File: src/rtl/ps2_data_output.sv
// PS/2 host-to-device transmitter: inhibits the clock line, issues a request-to-send,
// shifts out start, 8 data bits (LSB first), odd parity and stop, then samples the ACK.
// Optional macro PS2_TX_TIMEOUT_EN adds a device-clock watchdog in the frame states.
module ps2_data_output #(
    parameter int unsigned INHIBIT_CYCLES = 1200,
    parameter int unsigned TIMEOUT_CYCLES = 24000
) (
    input  logic       clk,
    input  logic       rst_n,
    input  logic       send_command,
    input  logic [7:0] command,
    input  logic       ps2_clk_negedge,
    input  logic       ps2_data,
    output logic       ps2_clk_oe,
    output logic       ps2_data_oe,
    output logic       ps2_tx_busy,
    output logic       ps2_command_sent,
    output logic       ps2_tx_error
);

    localparam int unsigned CntW = (INHIBIT_CYCLES > 1) ? $clog2(INHIBIT_CYCLES) : 1;

    typedef enum logic [2:0] {
        StIdle    = 3'd0,
        StInhibit = 3'd1,
        StRequest = 3'd2,
        StStart   = 3'd3,
        StData    = 3'd4,
        StParity  = 3'd5,
        StStop    = 3'd6
    } state_e;

    state_e         r_state, w_state_next;
    logic [CntW-1:0] r_cnt, w_cnt_next;
    logic [3:0]     r_bit, w_bit_next;
    logic [7:0]     r_shift, w_shift_next;
    logic           r_parity, w_parity_next;
    logic           r_clk_oe, w_clk_oe_next;
    logic           r_data_oe, w_data_oe_next;
    logic           r_busy, w_busy_next;
    logic           r_sent, w_sent_next;
    logic           r_err, w_err_next;

`ifdef PS2_TX_TIMEOUT_EN
    localparam int unsigned WdW = (TIMEOUT_CYCLES > 1) ? $clog2(TIMEOUT_CYCLES) : 1;
    logic [WdW-1:0] r_wdog, w_wdog_next;
    logic           w_active;
`endif

    // Next-state, datapath and registered-output values; outputs track the next state.
    always_comb begin
        w_state_next   = r_state;
        w_cnt_next     = r_cnt;
        w_bit_next     = r_bit;
        w_shift_next   = r_shift;
        w_parity_next  = r_parity;
        w_clk_oe_next  = 1'b0;
        w_data_oe_next = r_data_oe;
        w_sent_next    = 1'b0;
        w_err_next     = 1'b0;

        case (r_state)
            StIdle: begin
                w_data_oe_next = 1'b0;
                if (send_command) begin
                    w_shift_next  = command;
                    w_parity_next = ~^command;
                    w_cnt_next    = '0;
                    w_clk_oe_next = 1'b1;
                    w_state_next  = StInhibit;
                end
            end
            StInhibit: begin
                w_clk_oe_next  = 1'b1;
                w_data_oe_next = 1'b0;
                w_cnt_next     = r_cnt + CntW'(1);
                if (r_cnt == CntW'(INHIBIT_CYCLES - 1)) begin
                    w_data_oe_next = 1'b1;
                    w_state_next   = StRequest;
                end
            end
            StRequest: begin
                // Clock released while data stays low: the start bit is on the line.
                w_data_oe_next = 1'b1;
                w_state_next   = StStart;
            end
            StStart: begin
                w_data_oe_next = 1'b1;
                if (ps2_clk_negedge) begin
                    w_data_oe_next = ~r_shift[0];
                    w_bit_next     = 4'd1;
                    w_state_next   = StData;
                end
            end
            StData: begin
                if (ps2_clk_negedge) begin
                    if (r_bit < 4'd8) begin
                        w_data_oe_next = ~r_shift[r_bit[2:0]];
                        w_bit_next     = r_bit + 4'd1;
                    end else begin
                        w_data_oe_next = ~r_parity;
                        w_state_next   = StParity;
                    end
                end
            end
            StParity: begin
                if (ps2_clk_negedge) begin
                    w_data_oe_next = 1'b0;
                    w_state_next   = StStop;
                end
            end
            StStop: begin
                w_data_oe_next = 1'b0;
                if (ps2_clk_negedge) begin
                    // Device pulls data low to acknowledge.
                    w_sent_next  = ~ps2_data;
                    w_err_next   = ps2_data;
                    w_state_next = StIdle;
                end
            end
            default: begin
                w_data_oe_next = 1'b0;
                w_state_next   = StIdle;
            end
        endcase

`ifdef PS2_TX_TIMEOUT_EN
        w_active = (r_state == StStart) || (r_state == StData) ||
                   (r_state == StParity) || (r_state == StStop);
        if (w_active && !ps2_clk_negedge && (r_wdog == WdW'(TIMEOUT_CYCLES - 1))) begin
            w_state_next   = StIdle;
            w_clk_oe_next  = 1'b0;
            w_data_oe_next = 1'b0;
            w_sent_next    = 1'b0;
            w_err_next     = 1'b1;
        end
        // Restart on every device edge and on every state entry.
        w_wdog_next = (w_active && !ps2_clk_negedge && (w_state_next == r_state)) ?
                      r_wdog + WdW'(1) : '0;
`endif

        w_busy_next = (w_state_next != StIdle);
    end

    // State and output registers with synchronous active-low reset.
    always_ff @(posedge clk) begin
        if (!rst_n) begin
            r_state   <= StIdle;
            r_cnt     <= '0;
            r_bit     <= '0;
            r_shift   <= '0;
            r_parity  <= 1'b0;
            r_clk_oe  <= 1'b0;
            r_data_oe <= 1'b0;
            r_busy    <= 1'b0;
            r_sent    <= 1'b0;
            r_err     <= 1'b0;
        end else begin
            r_state   <= w_state_next;
            r_cnt     <= w_cnt_next;
            r_bit     <= w_bit_next;
            r_shift   <= w_shift_next;
            r_parity  <= w_parity_next;
            r_clk_oe  <= w_clk_oe_next;
            r_data_oe <= w_data_oe_next;
            r_busy    <= w_busy_next;
            r_sent    <= w_sent_next;
            r_err     <= w_err_next;
        end
    end

`ifdef PS2_TX_TIMEOUT_EN
    // Watchdog counter register.
    always_ff @(posedge clk) begin
        if (!rst_n) begin
            r_wdog <= '0;
        end else begin
            r_wdog <= w_wdog_next;
        end
    end
`endif

    assign ps2_clk_oe       = r_clk_oe;
    assign ps2_data_oe      = r_data_oe;
    assign ps2_tx_busy      = r_busy;
    assign ps2_command_sent = r_sent;
    assign ps2_tx_error     = r_err;

endmodule

File: config.mk
export PLATFORM = sky130hd
export DESIGN_NAME = ps2_data_output
export DESIGN_NICKNAME = d
export VERILOG_FILES = /design/src/rtl/ps2_data_output.sv
export SDC_FILE = /design/constraint.sdc
export NUM_CORES = 1
export LEC_CHECK = 0
export CAP_MARGIN = 20
export CORE_MARGIN = 4
export CORE_UTILIZATION = 50
export DETAILED_ROUTE_END_ITERATION = 7
export PLACE_DENSITY = 0.82
export SKIP_LAST_GASP = 1
export SLEW_MARGIN = 5
export SYNTH_ARGS = -nofsm -noshare
export SYNTH_HDL_FRONTEND = slang
export SYNTH_SLANG_ARGS = --single-unit
File: constraint.sdc
create_clock -name clk -period 1.79 [get_ports clk]
set_input_delay 0.179 -clock clk [delete_from_list [all_inputs] [get_ports clk]]
set_output_delay 0.179 -clock clk [all_outputs]
set_load 0.02 [all_outputs]
Word-level counts from Yosys, hierarchy flattened
Index checks and enable logic that the tools add are counted.
- bits in registers: 32
- input port bits: 13
- output and inout bits: 5
- logic and storage cells: 64
- reductions and logical operators: 10
- equal/unequal tests: 12
- mux-type cells: 24
- $add $sub $neg: 2
- $lt $le $gt $ge: 2
- bitwise logic cells: 4
- operators with widths (kind ; count):
    case mux 11 bit (2 select lines) ; 1
    two-way mux 3 bit ; 7
    case mux 3 bit (7 select lines) ; 1
    two-way mux 4 bit ; 3
    adder 11 x 1 -> 11 bit, second input constant ; 1
    == test 11 bit, second input constant ; 1
    two-way mux 11 bit ; 1
    != test 2 bit, second input constant ; 5
    == test 3 bit, second input constant ; 3
    case mux 4 bit (2 select lines) ; 1
    XNOR reduction 8 bit ; 1
    two-way mux 1 bit ; 7
    == test 3 x 2 -> 1 bit, second input constant ; 2
    AND reduction 2 bit ; 3
    case mux 1 bit (5 select lines) ; 1
    adder 4 x 1 -> 4 bit, second input constant ; 1
    less-than comparator 3 x 4 -> 1 bit, second input constant ; 1
    less-than comparator 4 bit, second input constant ; 1
    NOT 1 bit ; 4
    AND reduction 4 bit ; 1
    nonzero test 2 bit ; 2
    binary-select mux 1 bit (select 3 bit) ; 1
    == test 3 x 1 -> 1 bit, second input constant ; 1
    logical NOT 3 bit ; 1
    3 further kinds ; 3

Longest topological paths before layout
- depth in word-level cells: 6
- gate-level depth with buffers: 6
- mapped depth without buffers: 6

Least setup slack after synthesis
OpenSTA, ideal clock, no wires.
- path kind: register to register
- from: register r_state[0]
- to: register r_cnt[7]
- required time: 1.675 ns
- slack: 0.001 ns
- period minus slack after synthesis: 1.789 ns
- path buffers: 1
- arrival: 1.674 ns
- cell stages (with the launch flop): 7
- setup time: 0.115 ns
- path through: dfxtp_1 -> or3b_1 -> buf_6 -> or4_4 -> nand3_1 -> o21ai_1 -> and2_1
- longest elaborated chain between the ends: 3
- elaborated cells between the ends (all ways): 6
- classes of those cells: eq/ne (2); mux (1); reduce/logical (3)
- ends and longest elaborated chain (element ; line ; source):
    start, declared ; 33 ; state_e r_state, w_state_next;
    start signal, assigned ; 148 ; r_state <= StIdle;
    start signal, assigned ; 159 ; r_state <= w_state_next;
    == test 3 x 1 -> 1 bit or logical NOT 3 bit (tied branches) ; 62 ; case (r_state)
    nonzero test 2 bit (no line) or != test 2 bit (tied branches) ; - ;
    AND reduction 2 bit (no line) ; - ;
    end signal, assigned ; 160 ; r_cnt <= w_cnt_next;
    end, declared ; 34 ; logic [CntW-1:0] r_cnt, w_cnt_next;
Parallel ways exist; a longest one is shown, timed or not.
A chain may end at the register's enable or synchronous reset.

Worst setup path in the final report
- from: register r_state[2]
- to: register r_cnt[7]
Same word-level chain as after synthesis.

==> results.yml <==
worst_setup_path:
  crit_path_start_kind: "register"
  launching_element_of_the_worst_setup_path: "r_state[2]"
  arrival_ns: 2.02
  worst-path-max-fanout: 5
  worst_r2r_startpoint: "r_state[2]"
  timing.setup.critical_path_class: "reg -> reg"
  reg2reg_setup_slack_ns: 0.01
  cp-end-kind: "register"
  cp_data_required_time_ns: 2.03
logic_synthesis:
  post-synth-top-area-cell: "sky130_fd_sc_hd__dfxtp_1"
  synth-edff-count: 0
  async_reset_ff_share_pct: 0
  synth_top_cell_area_share_pct: 39.4
  synth_ff_type: "sky130_fd_sc_hd__dfxtp_1"
  yosys_warnings: 0
  post_synth_most_frequent_cells: "sky130_fd_sc_hd__dfxtp_1 (32), sky130_fd_sc_hd__nand2_1 (32), sky130_fd_sc_hd__nor2_1 (15), sky130_fd_sc_hd__a21oi_1 (11), sky130_fd_sc_hd__a21boi_0 (10)"
  syn_inst: 194
  synth.lib_cells_used.distinct: 41
  post_synth.cell_area_avg_sq_um: 8.38
  netlist_top_cells_area: "sky130_fd_sc_hd__dfxtp_1 (39%), sky130_fd_sc_hd__nand2_1 (7.4%), sky130_fd_sc_hd__a21boi_0 (4.6%)"
  synth.ff_latch_count: 32
  synth.yosys.seq_area_share_pct: 39.4
  synth_fp_nets: 209
  synthesis.area_sq_um: 1630
floorplanning:
  coreArea_sq_um: 3080
  floorplan.rows: 20
  fp.dieArea_sq_um: 4230
  initial_core_util_pct: 52.8
  chipHeight_um: 65.0
  pin_count: 18
  fp.dieW_um: 65.0
placed_design:
  dp.final_hpwl_um: 2450
  post_dp_cell_area_sq_um: 1920
  place_inst: 260
  pre_cts_slack_ns: 0.0335
  numPortBuffers: 17
  place.gp.congestion: 0.835
route:
  drt_wl_total_um: 3390
  post_drt_via_cell_ratio: 5.50
  post_drt_wl_per_cell_um: 12.6
  initialDrtViolationCount: 55
  dr.pass1.iters: 4
  drt_drc_violations_left: 0
  route.vias.total: 1473
  postRouteAntennaNets: 0
sta:
  worst_slew_pin_slew_ns: 0.329
  setup_slack_ns: 0.0123
  maxSlewHeadroom_pct: 78.0
  maxSlewViolCount: 0
  final.min_clock_period_ns: 1.78
  finalHoldViolCount: 0
  clock_skew_ns: 0.00659
  post-route-period-util_pct: 99.3
  final.setup.tns_ns: 0
  fmax_mhz: 563
  unrepaired_setup_endpoints_after_global_routing: "yes"
  report.final.setup_viol: 0
clocking:
  insertion_delay_ns: 0.34
  cts_made_buffers: 5
  cts-root-to-sink-buffers: 2
  htree_levels: 2
  worst_setup_hold_path_clk_slew_ns: 0.10
  clock-sinks: 32
  clk_root_buffer_cell: "sky130_fd_sc_hd__clkbuf_4"
  clock_tree_from_tritoncts: "done"
pwr:
  power.switching_fraction_pct: 25.6
  seq_power_share_pct: 53.8
  maximum_vdd_ir_drop_uv: 458
  power.net_switching_mw: 0.355
  power.combinational.fraction_pct: 14.5
  p_int_mw: 1.03
  power.share.clock_pct: 31.7
  pwr_density_cell_nw_per_um2: 690
  totalPowerFinal_mw: 1.38
  static-leakage-power_nw: 0.759
finish:
  diodes: 0
  drive_above_1_share_pct: 13.4
  areaGrowthSynthToFinish_pct: 23.5
  layout.cell_area.non_filler_sq_um: 2010
  design.final.nets: 238
  stdcell_count: 268
hold_path:
  hold_path.startpoint: "ps2_data"
  worst_hold_path_type: "in -> reg"
status:
  run_status: "complete, no violations"
grt:
  grt_first_pass_wirelength_um: 5910
  globalRoute.totalOverflow: 0
  first_global_vias: 1359
  antenna_violations_before_repair: 0
  global_route.usage.total_pct: 18.4
  maximum_number_of_pins_on_one_net_before_global_route_repair: 16
flow_run:
  cap_viol_max_count: 0
## what timing repair did
action                                 CTS  global route
hold buffers                             0             0
buffers inserted                         0             0
endpoints found under the hold margin    0             0
gates resized for setup                  0             5
setup endpoints to repair                0             4
## kinds of logic (layout without fill, tap and decap cells)
logic type,after synthesis,count (layout),synth area share (%)
AND/OR/NAND/NOR,89,89,28.3
adder cells (fa/ha/maj),2,2,1.54
AO/OA/AOI/OAI,42,42,16.5
multiplexers,8,8,6.46
buffers and inverters,13,43,3.46
flip-flops,32,32,39.4
XOR/XNOR,8,8,4.31
## routing by layer
layer | GRT usage (%) | vias to the layer above | share of wire [%]
met5 | 0 | - | 0
met4 | 11.1 | 0 | 2.4
met3 | 5.20 | 8 | 7.4
met2 | 28.5 | 48 | 46
met1 | 22.5 | 674 | 44
li1 | - | 743 | -
## power groups by stage
| stage | combinational (mW) | sequential, mW | clock, mW |
|---|---|---|---|
| 6_report | 0.201 | 0.746 | 0.438 |
| 5_1_grt | 0.223 | 0.748 | 0.479 |
| 4_1_cts | 0.200 | 0.746 | 0.448 |
| 3_5_place_dp | 0.199 | 0.762 | 0 |
| 3_3_place_gp | 0.196 | 0.761 | 0 |
| 2_1_floorplan | 0.113 | 0.766 | 0 |
## flip-flops by register name, indices dropped and copies added, names as in the netlist
signal	count
r_bit	4
r_cnt	11
ps2_tx_busy	1
ps2_clk_oe	1
r_shift	8
r_parity	1
ps2_data_oe	1
ps2_command_sent	1
ps2_tx_error	1
r_state	3
## final timing paths
path | to | cells past startpoint
setup reg to reg | r_cnt[7] | 5
setup / recovery | r_cnt[7] | 5
hold reg to reg | r_shift[4] | 2
hold / removal | ps2_tx_error | 3
## area by class of cell
cell class	instances	area, sq um
Inverter	3	11.3
Clock buffer	8	58.8
Multi-Input combinational cell	149	960
Fill cell	271	1070
Sequential cell	32	641
Tap cell	44	55.1
Timing Repair Buffer	32	283
## placed cells by master, fill, tap and decap left out, types with 5 or more instances in the layout
master | synthesis | layout
sky130_fd_sc_hd__and2_1 | 6 | 6
sky130_fd_sc_hd__buf_4 | 0 | 15
sky130_fd_sc_hd__clkdlybuf4s50_1 | 0 | 17
sky130_fd_sc_hd__dfxtp_1 | 32 | 32
sky130_fd_sc_hd__nand3_1 | 6 | 6
sky130_fd_sc_hd__nand2_1 | 32 | 32
sky130_fd_sc_hd__a21oi_1 | 11 | 11
sky130_fd_sc_hd__xnor2_1 | 6 | 6
sky130_fd_sc_hd__mux2i_1 | 6 | 6
sky130_fd_sc_hd__o21ai_0 | 8 | 8
sky130_fd_sc_hd__a21boi_0 | 10 | 10
sky130_fd_sc_hd__nor2_1 | 15 | 15
sky130_fd_sc_hd__nor2b_1 | 7 | 7
sky130_fd_sc_hd__clkbuf_4 | 0 | 5
## worst max-delay path, stage by stage (launching register included)
cell	delay (ns)
sky130_fd_sc_hd__dfxtp_1	0.32
sky130_fd_sc_hd__or3b_1	0.48
sky130_fd_sc_hd__or4_4	0.57
sky130_fd_sc_hd__nand3_1	0.10
sky130_fd_sc_hd__o21ai_1	0.06
sky130_fd_sc_hd__and2_1	0.15
## through the flow
stage | hold WS [ns] | utilization, %
4_1_cts | 0.374 | 64.3
2_1_floorplan | 0.251 | -
6_report | 0.378 | 65.2
3_5_place_dp | 0.464 | 62.4
5_1_grt | 0.391 | 65.2
3_3_place_gp | 0.450 | 62.4
Note: power is estimated with default switching activity, not from simulation.
